`src/rtl/nn_pkg.sv`:
```
// Shared dimensions, FSM state type and flat-bus operand slicing for the
// time-multiplexed 4-4-2 network sequencer.
package nn_pkg;
  localparam int DW    = 5;
  localparam int HW    = 12;
  localparam int OW    = 17;
  localparam int N_IN  = 4;
  localparam int N_HID = 4;
  localparam int N_OUT = 2;
  localparam int XW    = DW * N_IN;
  localparam int WHW   = DW * N_IN * N_HID;
  localparam int WOW   = DW * N_HID * N_OUT;

  typedef enum logic [1:0] {IDLE, HID, OUT, DONE} state_e;

  function automatic logic signed [DW-1:0] slice_x(input logic [XW-1:0] bus,
                                                   input logic [1:0] i);
    return bus[int'(i)*DW +: DW];
  endfunction

  // Hidden weights are laid out so the term counter is the slot index.
  function automatic logic signed [DW-1:0] slice_whid(input logic [WHW-1:0] bus,
                                                      input logic [3:0] idx);
    return bus[int'(idx)*DW +: DW];
  endfunction

  function automatic logic signed [DW-1:0] slice_wout(input logic [WOW-1:0] bus,
                                                      input logic [2:0] idx);
    return bus[int'(idx)*DW +: DW];
  endfunction
endpackage

```
`src/rtl/nn_mac.sv`:
```
// Shared signed MAC: 5-bit weight x 12-bit value, with load/accumulate select.
module nn_mac
  import nn_pkg::*;
(
  input  logic signed [DW-1:0] w,
  input  logic signed [HW-1:0] v,
  input  logic signed [OW-1:0] acc,
  input  logic                 load,
  output logic signed [OW-1:0] sum
);
  logic signed [OW-1:0] w_ext, v_ext, prod;

  always_comb begin
    w_ext = {{(OW-DW){w[DW-1]}}, w};
    v_ext = {{(OW-HW){v[HW-1]}}, v};
    prod  = w_ext * v_ext;
    sum   = load ? prod : acc + prod;
  end
endmodule

```
`src/rtl/nn_mac_sched.sv`:
```
// Runs the 4-4-2 network through one MAC: 16 hidden terms (ReLU), then
// 8 output terms; one job every 25 cycles.
module nn_mac_sched
  import nn_pkg::*;
(
  input  logic                 clk,
  input  logic                 rst,
  input  logic                 in_ready,
  input  logic [XW-1:0]        x,
  input  logic [WHW-1:0]       w_hid,
  input  logic [WOW-1:0]       w_out,
  output logic signed [OW-1:0] out0,
  output logic signed [OW-1:0] out1,
  output logic                 out0_ready,
  output logic                 out1_ready,
  output logic                 busy
);
  state_e                     state_q, state_d;
  logic [3:0]                 cnt_q, cnt_d;
  logic [XW-1:0]              x_q, x_d;
  logic [WHW-1:0]             w_hid_q, w_hid_d;
  logic [WOW-1:0]             w_out_q, w_out_d;
  logic signed [OW-1:0]       acc_q, acc_d;
  logic [N_HID-1:0][HW-1:0]   h_q, h_d;
  logic signed [OW-1:0]       stg0_q, stg0_d;
  logic signed [OW-1:0]       out0_q, out0_d, out1_q, out1_d;
  logic                       rdy_q, rdy_d, busy_q, busy_d;

  logic signed [DW-1:0]       mac_w, x_i;
  logic signed [HW-1:0]       mac_v;
  logic signed [OW-1:0]       mac_sum;
  logic                       mac_load, last_term, accept;

  always_ff @(posedge clk) begin
    if (rst) state_q <= IDLE;
    else     state_q <= state_d;
  end

  always_comb begin
    state_d = state_q;
    case (state_q)
      IDLE:    if (in_ready)       state_d = HID;
      HID:     if (cnt_q == 4'd15) state_d = OUT;
      OUT:     if (cnt_q == 4'd7)  state_d = DONE;
      DONE:    if (in_ready)       state_d = HID;
      default:                     state_d = IDLE;
    endcase
  end

  // Hidden phase: cnt = {j,i}; output phase: cnt[2:0] = {k,j}.
  always_comb begin
    x_i       = slice_x(x_q, cnt_q[1:0]);
    mac_w     = (state_q == HID) ? slice_whid(w_hid_q, cnt_q)
                                 : slice_wout(w_out_q, cnt_q[2:0]);
    mac_v     = (state_q == HID) ? {{(HW-DW){x_i[DW-1]}}, x_i}
                                 : h_q[cnt_q[1:0]];
    mac_load  = (cnt_q[1:0] == 2'd0);
    last_term = (cnt_q[1:0] == 2'd3);
  end

  nn_mac u_mac (
    .w    (mac_w),
    .v    (mac_v),
    .acc  (acc_q),
    .load (mac_load),
    .sum  (mac_sum)
  );

  always_comb begin
    cnt_d   = cnt_q;
    x_d     = x_q;
    w_hid_d = w_hid_q;
    w_out_d = w_out_q;
    acc_d   = acc_q;
    h_d     = h_q;
    stg0_d  = stg0_q;
    out0_d  = out0_q;
    out1_d  = out1_q;
    rdy_d   = rdy_q;
    accept  = in_ready && (state_q == IDLE || state_q == DONE);
    if (accept) begin
      x_d     = x;
      w_hid_d = w_hid;
      w_out_d = w_out;
      cnt_d   = 4'd0;
      rdy_d   = 1'b0;
    end
    if (state_q == HID) begin
      acc_d = mac_sum;
      cnt_d = 4'(cnt_q + 4'd1);
      if (last_term)
        h_d[cnt_q[3:2]] = mac_sum[OW-1] ? '0 : mac_sum[HW-1:0];
    end
    if (state_q == OUT) begin
      acc_d = mac_sum;
      cnt_d = (cnt_q == 4'd7) ? 4'd0 : 4'(cnt_q + 4'd1);
      if (last_term && !cnt_q[2]) stg0_d = mac_sum;
      // out1's final sum goes straight to the output register.
      if (cnt_q == 4'd7) begin
        out0_d = stg0_q;
        out1_d = mac_sum;
        rdy_d  = 1'b1;
      end
    end
    busy_d = (state_d == HID) || (state_d == OUT);
  end

  always_ff @(posedge clk) begin
    if (rst) begin
      cnt_q   <= '0;
      x_q     <= '0;
      w_hid_q <= '0;
      w_out_q <= '0;
      acc_q   <= '0;
      h_q     <= '0;
      stg0_q  <= '0;
      out0_q  <= '0;
      out1_q  <= '0;
      rdy_q   <= 1'b0;
      busy_q  <= 1'b0;
    end else begin
      cnt_q   <= cnt_d;
      x_q     <= x_d;
      w_hid_q <= w_hid_d;
      w_out_q <= w_out_d;
      acc_q   <= acc_d;
      h_q     <= h_d;
      stg0_q  <= stg0_d;
      out0_q  <= out0_d;
      out1_q  <= out1_d;
      rdy_q   <= rdy_d;
      busy_q  <= busy_d;
    end
  end

  assign out0       = out0_q;
  assign out1       = out1_q;
  assign out0_ready = rdy_q;
  assign out1_ready = rdy_q;
  assign busy       = busy_q;
endmodule
```
`config.mk`:
```
export PLATFORM = sky130hd
export DESIGN_NAME = nn_mac_sched
export DESIGN_NICKNAME = d
export VERILOG_FILES = /design/src/rtl/nn_pkg.sv /design/src/rtl/nn_mac.sv /design/src/rtl/nn_mac_sched.sv
export SDC_FILE = /design/constraint.sdc
export NUM_CORES = 1
export LEC_CHECK = 0
export CELL_PAD_IN_SITES_DETAIL_PLACEMENT = 1
export CELL_PAD_IN_SITES_GLOBAL_PLACEMENT = 1
export CORE_AREA = 10 10 226 228
export CTS_CLUSTER_DIAMETER = 30
export DETAILED_ROUTE_END_ITERATION = 6
export DIE_AREA = 0 0 236 238
export GPL_TIMING_DRIVEN = 1
export PLACE_DENSITY = 0.61
export SYNTH_ARGS = -nofsm -noshare
export SYNTH_HDL_FRONTEND = slang
export SYNTH_SLANG_ARGS = --single-unit
```
`constraint.sdc`:
```
create_clock -name clk -period 10.3 [get_ports clk]
set_input_delay 2.06 -clock clk [delete_from_list [all_inputs] [get_ports clk]]
set_output_delay 2.06 -clock clk [all_outputs]
set_load 0.03 [all_outputs]
```
==> Yosys cells after proc, flatten, opt, wreduce, memory -nomap -nowiden <==
Index checks and enable logic that the tools add are counted.
{ "totals": {"reg_bits": 264, "input_bits": 143, "output_inout_bits": 37, "wordCells": 71} }
{ "classes": {"add_sub_neg": 2, "n_mul": 4, "order_cmp": 3, "eq_ne": 8, "shift": 3, "mux": 22, "n_reduce_logical": 14} }
{ "op_table": {"columns": ["op", "n"], "rows": [
  ["$shiftx A80 B8 Y5", 1],
  ["$mux W17", 3],
  ["$bwmux W48", 1],
  ["$mux W12", 4],
  ["$shiftx A40 B7 Y5", 1],
  ["$bmux W12 S2", 1],
  ["$demux W12 S2", 1],
  ["$shiftx A20 B6 Y5", 1],
  ["$add A17 B17 Y17", 1],
  ["$mul A5 B12 Y17", 1],
  ["$mux W4", 4],
  ["$eq A2 B2 Y1 const B", 4],
  ["$mul A4 B3 Y7 const B", 1],
  ["$lt A2 B3 Y1 const B", 2],
  ["$mul A3 B3 Y6 const B", 1],
  ["$mux W2", 3],
  ["$pmux W2 S3", 1],
  ["$reduce_and A2 Y1", 3],
  ["$mul A2 B3 Y5 const B", 1],
  ["$mux W5", 1],
  ["$add A4 B1 Y4 const B", 1],
  ["$eq A2 B1 Y1 const B", 2],
  ["$eq A4 B3 Y1 const B", 1],
  ["$eq A4 B4 Y1 const B", 1],
  ["other kinds (9)", 15]
]} }

==> Longest topological paths before layout <==
{ "logic_depth": {"word_depth": 8, "mapped_depth": 30} }

==> Hierarchy <==
From an unflattened synthesis, not the netlist that was laid out.
{ "hier_totals": {"hier_cells": 1690, "hier_area_um2": 14068.5} }
{ "modules_own_cells": {"columns": ["module", "instances", "cells_each", "area_per_inst_um2", "seq_area_each_um2"], "rows": [
  ["nn_mac_sched", 1, 1293, 10948.0, 5285.1],
  ["nn_mac", 1, 397, 3120.5, 0.0]
]} }

==> Least setup slack after synthesis <==
Ideal clock, no wire load.
{ "synth_timing": {"path_kind": "register to register", "startpoint": "register cnt_q[0]", "endpoint": "register h_q[10] (netlist name)", "arrival_time_ps": 7207, "required_ps": 10183, "slack_ps": 2976, "path_stages_with_launch": 29, "n_path_buf": 5, "period_less_slack_ps": 7324, "cell_sequence": "dfxtp_1 > buf_2 > buf_6 > buf_2 > mux4_2 > mux4_2 > a21oi_1 > clkbuf_1 > nor2b_1 > fa_1 > fa_1 > inv_1 > fa_1 > inv_1 > ha_1 > a211oi_1 > o21ai_0 > a31o_2 > a21oi_1 > xnor2_1 > ha_1 > a21oi_1 > o21ai_0 > mux2_2 > o22a_1 > and2_4 > xnor2_2 > buf_2 > a32o_1"} }
{ "synth_between": {"elab_chain_len": 8, "word_cells_on_any_way": 18} }
{ "synth_rtl": {"columns": ["item", "line", "rtl"], "rows": [
  ["start, declared", "nn_mac_sched.sv:19", "logic [3:0] cnt_q, cnt_d;"],
  ["start signal, assigned", "nn_mac_sched.sv:122", "cnt_q <= cnt_d;"],
  ["$mul A4 B3 Y7, or another cell as far along", "nn_pkg.sv:24", "return bus[int'(idx)*DW +: DW];"],
  ["$shiftx A80 B8 Y5, or another cell as far along", "nn_pkg.sv:24", null],
  ["$mux W5 / $mux W12 (equally long branches)", "nn_mac_sched.sv:53, nn_mac_sched.sv:55", null],
  ["$mul A5 B12 Y17", "nn_mac.sv:16", "prod = w_ext * v_ext;"],
  ["$add A17 B17 Y17", "nn_mac.sv:17", "sum = load ? prod : acc + prod;"],
  ["$mux W17", "nn_mac.sv:17", null],
  ["$mux W12", "nn_mac_sched.sv:92", "h_d[cnt_q[3:2]] = mac_sum[OW-1] ? '0 : mac_sum[HW-1:0];"],
  ["$bwmux W48", "nn_mac_sched.sv:92", null],
  ["end signal, assigned", "nn_mac_sched.sv:115", "h_q <= '0;"],
  ["end signal, assigned", "nn_mac_sched.sv:127", "h_q <= h_d;"],
  ["end, declared", "nn_mac_sched.sv:24", "logic [N_HID-1:0][HW-1:0] h_q, h_d;"]
]} }
Parallel ways exist; a longest one is shown, timed or not. The select of a mux whose other input is x is not followed.
A chain may end at the register's enable or synchronous reset.

==> Final worst setup path <==
{ "layout_timing": {"startpoint": "register cnt_q[0]", "endpoint": "register h_q[17] (netlist name)"} }
The elaborated chain is that of the path after synthesis.

==> results.tsv <==
metric	value	unit
num_io_pins	180	
ys_types	58	
pre_cts_ws	1400	ps
crit_chain	mux4_2 > mux4_2 > a21oi_1 > inv_1 > nand2_1 > fa_1 > fa_1 > fa_1 > inv_1 > fa_1 > a211oi_1 > o21ai_0 > a31o_2 > a21oi_1 > xnor2_1 > ha_1 > a21oi_1 > o21ai_0 > mux2_2 > o22a_1 > and2_4 > xor2_1 > o31ai_1	
final_hold_viol_count	0	
fin_nets	1987	
grt_pass1_wl	74.6	mm
synth.area.top_cells	dfxtp_1, nand2_1, mux4_2	
numCtsBuffers	68	
grt-ovfl-total	0	
fin_ws	1340	ps
slowest_delay	840	ps
ys_warn_count	0	
tightest_slew	1280	ps
synth_top_cell_area_share	38.1	%
cts_root_buf	clkbuf_16	
synth_area	13900	µm²
synth_fp_nets	1834	
cts_max_path_buffers	3	
clkLatencyLatePin	580	ps
io_buffers	179	
rsz0062_at_grt	no	
cts_setup_buffers	0	
cts_num_sinks	264	
power.switching	948	µW
layout_commonest_cell	nand2_1	
vdd_drop_max	97.2	µV
die_h	238	µm
die_x	236	µm
wl	47.0	mm
fin_skew	16.5	ps
ys_ff_latch	264	
cap_violations	0	
cp_common_cell	fa_1	
path_buf_inv	2	
multiInputGateArea	7820	µm²
critical_path.top_delay_family	compound AO/OA/AOI/OAI gates	
syn_avg_cell_area	8.66	µm²
critical_path_class	flop to flop	
grt_pass1_vias	13200	
r2r_slack	1340	ps
critPathCaptureType	flop	
initial_core_util	29.9	%
max_freq	112	MHz
first_pass_iters	5	
synthCells	1600	
power.density	203	nW/µm²
most-common-layout-cells	nand2_1, dfxtp_1, a21oi_1	
track_usage	16.5	%
post_cts_resize_count	0	
slowest_stage	dfxtp_4	
slew_viol_final	0	
std_cell_rows	79	
p_leak	0.00706	µW
drive_above_1_share	11.6	%
sw_frac_of_total	25.4	%
period_share	87.0	%
cp.required	10710	ps
hpwlAfterDp	34.4	mm
finalSetupViolations	0	
htreeDepth	3	
grt_antenna_before_repair	3	
status	finished, final reports clean	
synthFlopType	dfxtp_1	
ant_nets	0	
ys_seq_area_share	38.1	%
post-route-min-period	8960	ps
syn_to_final_growth	33.1	%
seq_power_share	29.7	%
post_drt_wl_per_cell	19.5	µm
power_frac_comb	12.7	%
viasPerCell	5.00	
worstSetupStartpointType	flop	
max-slew-margin-rel	14.5	%
synthArstFlopShare	0	%
p_int	2790	µW
clkTransAtPathRegs	40	ps
p_clk_share	57.7	%
place.gp.congestion	0.846	
dieArea	56200	µm²
synth-edff-count	0	
synth_largest_area_cell	dfxtp_1	
drtIter0Drc	619	
min_path_type	flop to flop	
drc	0	
filler_cell_count	5295	
arrival	9370	ps
core_area	46400	µm²
worstPathMaxFanout	36	
seq_area	5290	µm²
p_total	3740	µW
dp.cells	2290	
grt_max_degree	103	
hold_buffers	0	
stdcell_count	2410	
vias	12100	
fin_tns_setup	0	ps
cts_tree	done	
-- power by group through the flow --
stage | logic (µW) | clock network (µW) | registers (µW)
6_report | 474 | 2150 | 1110
5_1_grt | 525 | 2260 | 1110
4_1_cts | 479 | 2200 | 1110
3_5_place_dp | 476 | 0 | 1130
3_3_place_gp | 467 | 0 | 1120
2_1_floorplan | 311 | 0 | 1110
-- cells in the mapped netlist (5+ instances only) --
library cell  number
a21o_1            11
o211ai_1           8
or2_2              5
nor4_1             6
nand2_1          374
nor2_1           128
buf_2             16
mux2i_1           16
xor2_1             8
clkbuf_1          87
a21boi_0           9
fa_1              39
xnor2_1           21
nand3_1            6
o31ai_1           12
dfxtp_1          264
buf_1             10
nor2b_1           11
mux2_2             9
a21oi_1          207
a32o_1            33
o21ai_0           25
nor3b_1            5
and3_1             5
inv_1             78
ha_1              52
mux4_2            52
a211oi_1          42
nor3_1            12
-- cell type report --
type                       count  area share [%]
sequential                   264            28.7
antenna                        1          0.0136
clock buffer                  91            10.5
multi-input combinational   1143            42.4
tap                          607            4.12
clock inverter                28            2.20
inverter                      78            1.59
timing repair buffer         198            10.5
-- worst paths after layout --
path	from	endpoint	depth (start not counted)
setup reg to reg	cnt_q[0]$_SDFFE_PP0P_	h_q[17]$_SDFFE_PP0P_	23
hold / removal	x_q[13]$_SDFFE_PP0P_	x_q[13]$_SDFFE_PP0P_	2
setup / recovery	cnt_q[0]$_SDFFE_PP0P_	h_q[17]$_SDFFE_PP0P_	23
hold reg to reg	x_q[13]$_SDFFE_PP0P_	x_q[13]$_SDFFE_PP0P_	2
-- logic make-up after synthesis --
logic type / after synthesis / share of synthesized area, %
and+or+nand+nor: 566 / 16.5
AOI/OAI and AO/OA: 378 / 17.2
DFF: 264 / 38.1
buffers and inverters: 193 / 5.45
adders and majority gates: 91 / 10.3
muxes: 77 / 10.3
xor gates and xnor gates: 31 / 2.07
-- stage by stage --
step                      util (%)  hold WS (ps)  cell area [µm²]
final                         39.8           451            18400
after global routing          39.8           462            18400
after CTS                     39.8           453            18400
after detailed placement      34.7           447            16100
after global placement        34.7           441            16100
after floorplan                  -           420            13900
-- state kept, by name (all words and copies together) (netlist names) --
register / cells
w_hid_q: 80
h_q: 48
w_out_q: 40
x_q: 20
acc_q: 17
out0: 17
out1: 17
stg0_q: 17
cnt_q: 4
state_q: 2
busy: 1
out0_ready: 1
-- worst register-to-register path: cells and delay by family, from the launching register on --
| kind | cells | cell delay [ps] |
|---|---|---|
| xor+xnor | 2 | 940 |
| flops | 1 | 840 |
| mux | 3 | 1480 |
| buf+inv | 2 | 290 |
| fa+ha+maj | 5 | 2390 |
| simple gates | 2 | 350 |
| compound gates | 9 | 2500 |
-- per-layer routing --
metal / up-vias / share of wire [%] / global-route usage [%]
met1: 5867 / 43 / 19.2
met5: - / 0.047 / 0
met2: 255 / 49 / 28.2
met3: 93 / 4.4 / 3.72
met4: 4 / 3.9 / 8.10
li1: 5836 / - / -
(Power assumes the default switching activity.)
==> patch: new RTL, same flow settings <==
Reset style: asynchronous (`rst`), changed in 2 clocked blocks.
--- a/src/rtl/nn_mac_sched.sv
+++ b/src/rtl/nn_mac_sched.sv
@@ -31,7 +31,7 @@
   logic signed [OW-1:0]       mac_sum;
   logic                       mac_load, last_term, accept;
 
-  always_ff @(posedge clk) begin
+  always_ff @(posedge clk or posedge rst) begin
     if (rst) state_q <= IDLE;
     else     state_q <= state_d;
   end
@@ -105,7 +105,7 @@
     busy_d = (state_d == HID) || (state_d == OUT);
   end
 
-  always_ff @(posedge clk) begin
+  always_ff @(posedge clk or posedge rst) begin
     if (rst) begin
       cnt_q   <= '0;
       x_q     <= '0;
Function: differs if rst is asserted again (counterexample within 4 cycles, from zero or initial values and one cycle with rst high); with rst held inactive, the same outputs for 10 cycles.
==> patch against the original RTL <==
Wire length fell by 9.8%. Worst setup slack improved by 0.25 ns. Sequential cell count did not move. Design area rose by 4.0%. Area after synthesis rose by 3.4%. Fmax rose by 2.8%. Largest cell class unchanged.
Power is left out: the tool's default activity adds up to more than one toggle a clock period on the data nets, which glitch-free logic cannot reach.
==> patch: results (changes against the original RTL) <==
{| class="wikitable"
! Metric !! Value
|-
| Worst path slowest cell || sky130_fd_sc_hd__a21oi_1
|-
| Cell types with the largest area share after synthesis || sky130_fd_sc_hd__dfrtp_1 (46%), sky130_fd_sc_hd__mux2_2 (11%), sky130_fd_sc_hd__mux4_2 (8.0%)
|-
| Cell area reported after detailed placement || 0.0167 sq mm (+3.4%)
|-
| Detail-routed net length per standard cell || 20.3 um (+3.9%)
|-
| Diodes inserted || 0 (-1)
|-
| Final RePlAce weighted congestion || 0.795 (-6.1%)
|-
| Detailed-router iteration count before antenna repair || 6 (+1)
|-
| Yosys Warn Count || 0 (unchanged)
|-
| Ys async rst share || 100% (+100 points)
|-
| Via count of the first global-routing pass || 11,766 (-11%)
|-
| Initial antenna violation count || 6 (+3)
|-
| Clock latency of the later-clocked register in the worst-skew pair || 0.60 ns (+0.02 ns)
|-
| Pin count of the biggest net entering global routing || 123 (+19%)
|-
| Nets || 1,663 (-16%)
|-
| Run status || finished, final reports clean
|-
| Launch instance of the worst min-delay path || stg0_q[16]
|-
| Max stage delay on crit path || 0.87 ns (+0.03 ns)
|-
| Sequential-to-total area share from yosys stat || 46.1% (+8.0 points)
|-
| Worst slew margin relative to its limit || 27.1% (+13 points)
|-
| DRT iter0 DRCs || 508 (-18%)
|-
| TritonCTS Buffers || 73 (+7.4%)
|-
| Peak fanout along the critical path || 51 (+42%)
|-
| Post-DP HPWL || 30.2 mm (-12%)
|-
| Number of cells after detailed placement || 1,961 (-14%)
|-
| Mean number of vias per cell || 4.86 (-2.8%)
|-
| Total Wirelength || 42.4 mm (-9.8%)
|-
| Data arrival at the endpoint of the critical path || 9.13 ns (-0.24 ns)
|-
| Layout Skew || 0.0303 ns (+0.0138 ns)
|-
| Post-synth net total || 1,466 (-20%)
|-
| Layout cell share with drive strength beyond 1 || 23.7% (+12 points)
|-
| Filler Cell Count || 4,894 (-7.6%)
|}
patch: changes by cell type in the layout (fill, tap and decap cells not counted), moves of 7 or more:
cell                       unedited run  this run
sky130_fd_sc_hd__mux2_2               9       143
sky130_fd_sc_hd__o31ai_1             12        51
sky130_fd_sc_hd__dfrtp_1              0       262
sky130_fd_sc_hd__o21ai_0             25        47
sky130_fd_sc_hd__clkbuf_8             8        15
sky130_fd_sc_hd__nor2_1             128        79
sky130_fd_sc_hd__a21oi_1            207        47
sky130_fd_sc_hd__a32o_1              33         1
sky130_fd_sc_hd__dfxtp_1            262         0
sky130_fd_sc_hd__nor3_1              12         2
sky130_fd_sc_hd__mux2i_1             16         9
sky130_fd_sc_hd__nand2_1            373       169
sky130_fd_sc_hd__a211oi_1            42         4
patch: final cells by class:
class | instances | area, sq um | share of cell area, %
timing repair buffer | 194 | 1920 | 9.99
inverter | 83 | 319 | 1.66
multi-input combinational | 813 | 7050 | 36.7
tap | 607 | 759 | 3.96
clock inverter | 36 | 473 | 2.47
clock buffer | 95 | 2060 | 10.7
sequential | 264 | 6610 | 34.5
patch: final timing paths:
path,slack (ns),depth (start not counted),end
worst max-delay path,1.59,24,h_q[7]
worst min-delay path,0.45,2,out0[16]
worst max register to register,1.59,24,h_q[7]
worst min register to register,0.45,2,out0[16]
max in group asynchronous,6.64,3,acc_q[8]
min in group asynchronous,2.00,2,acc_q[14]
patch: kinds of logic (layout without fill, tap and decap cells):
logic type,Yosys count,after routing,synth area share (%)
DFF,264,264,46.1
buffers and inverters,155,408,4.89
adders and majority gates,91,91,9.99
and+or+nand+nor,288,288,8.17
xor gates and xnor gates,32,32,2.01
muxes,204,204,20.0
AOI/OAI and AO/OA,198,198,8.86
patch: stage by stage:
stage	setup slack, ns	utilization (%)	hold slack, ns
4_1_cts	1.44	41.4	0.459
3_5_place_dp	1.51	35.9	0.455
2_1_floorplan	0.971	-	0.435
6_report	1.59	41.4	0.452
3_3_place_gp	1.60	35.9	0.456
5_1_grt	0.872	41.4	0.486
patch: per-layer routing:
layer | share of wire (%) | up-vias | GRT usage (%)
li1 | - | 4693 | -
met1 | 42 | 5208 | 17.2
met2 | 51 | 195 | 26.4
met3 | 5.4 | 67 | 4.39
met4 | 2.0 | 12 | 5.09
met5 | 0.18 | - | 0
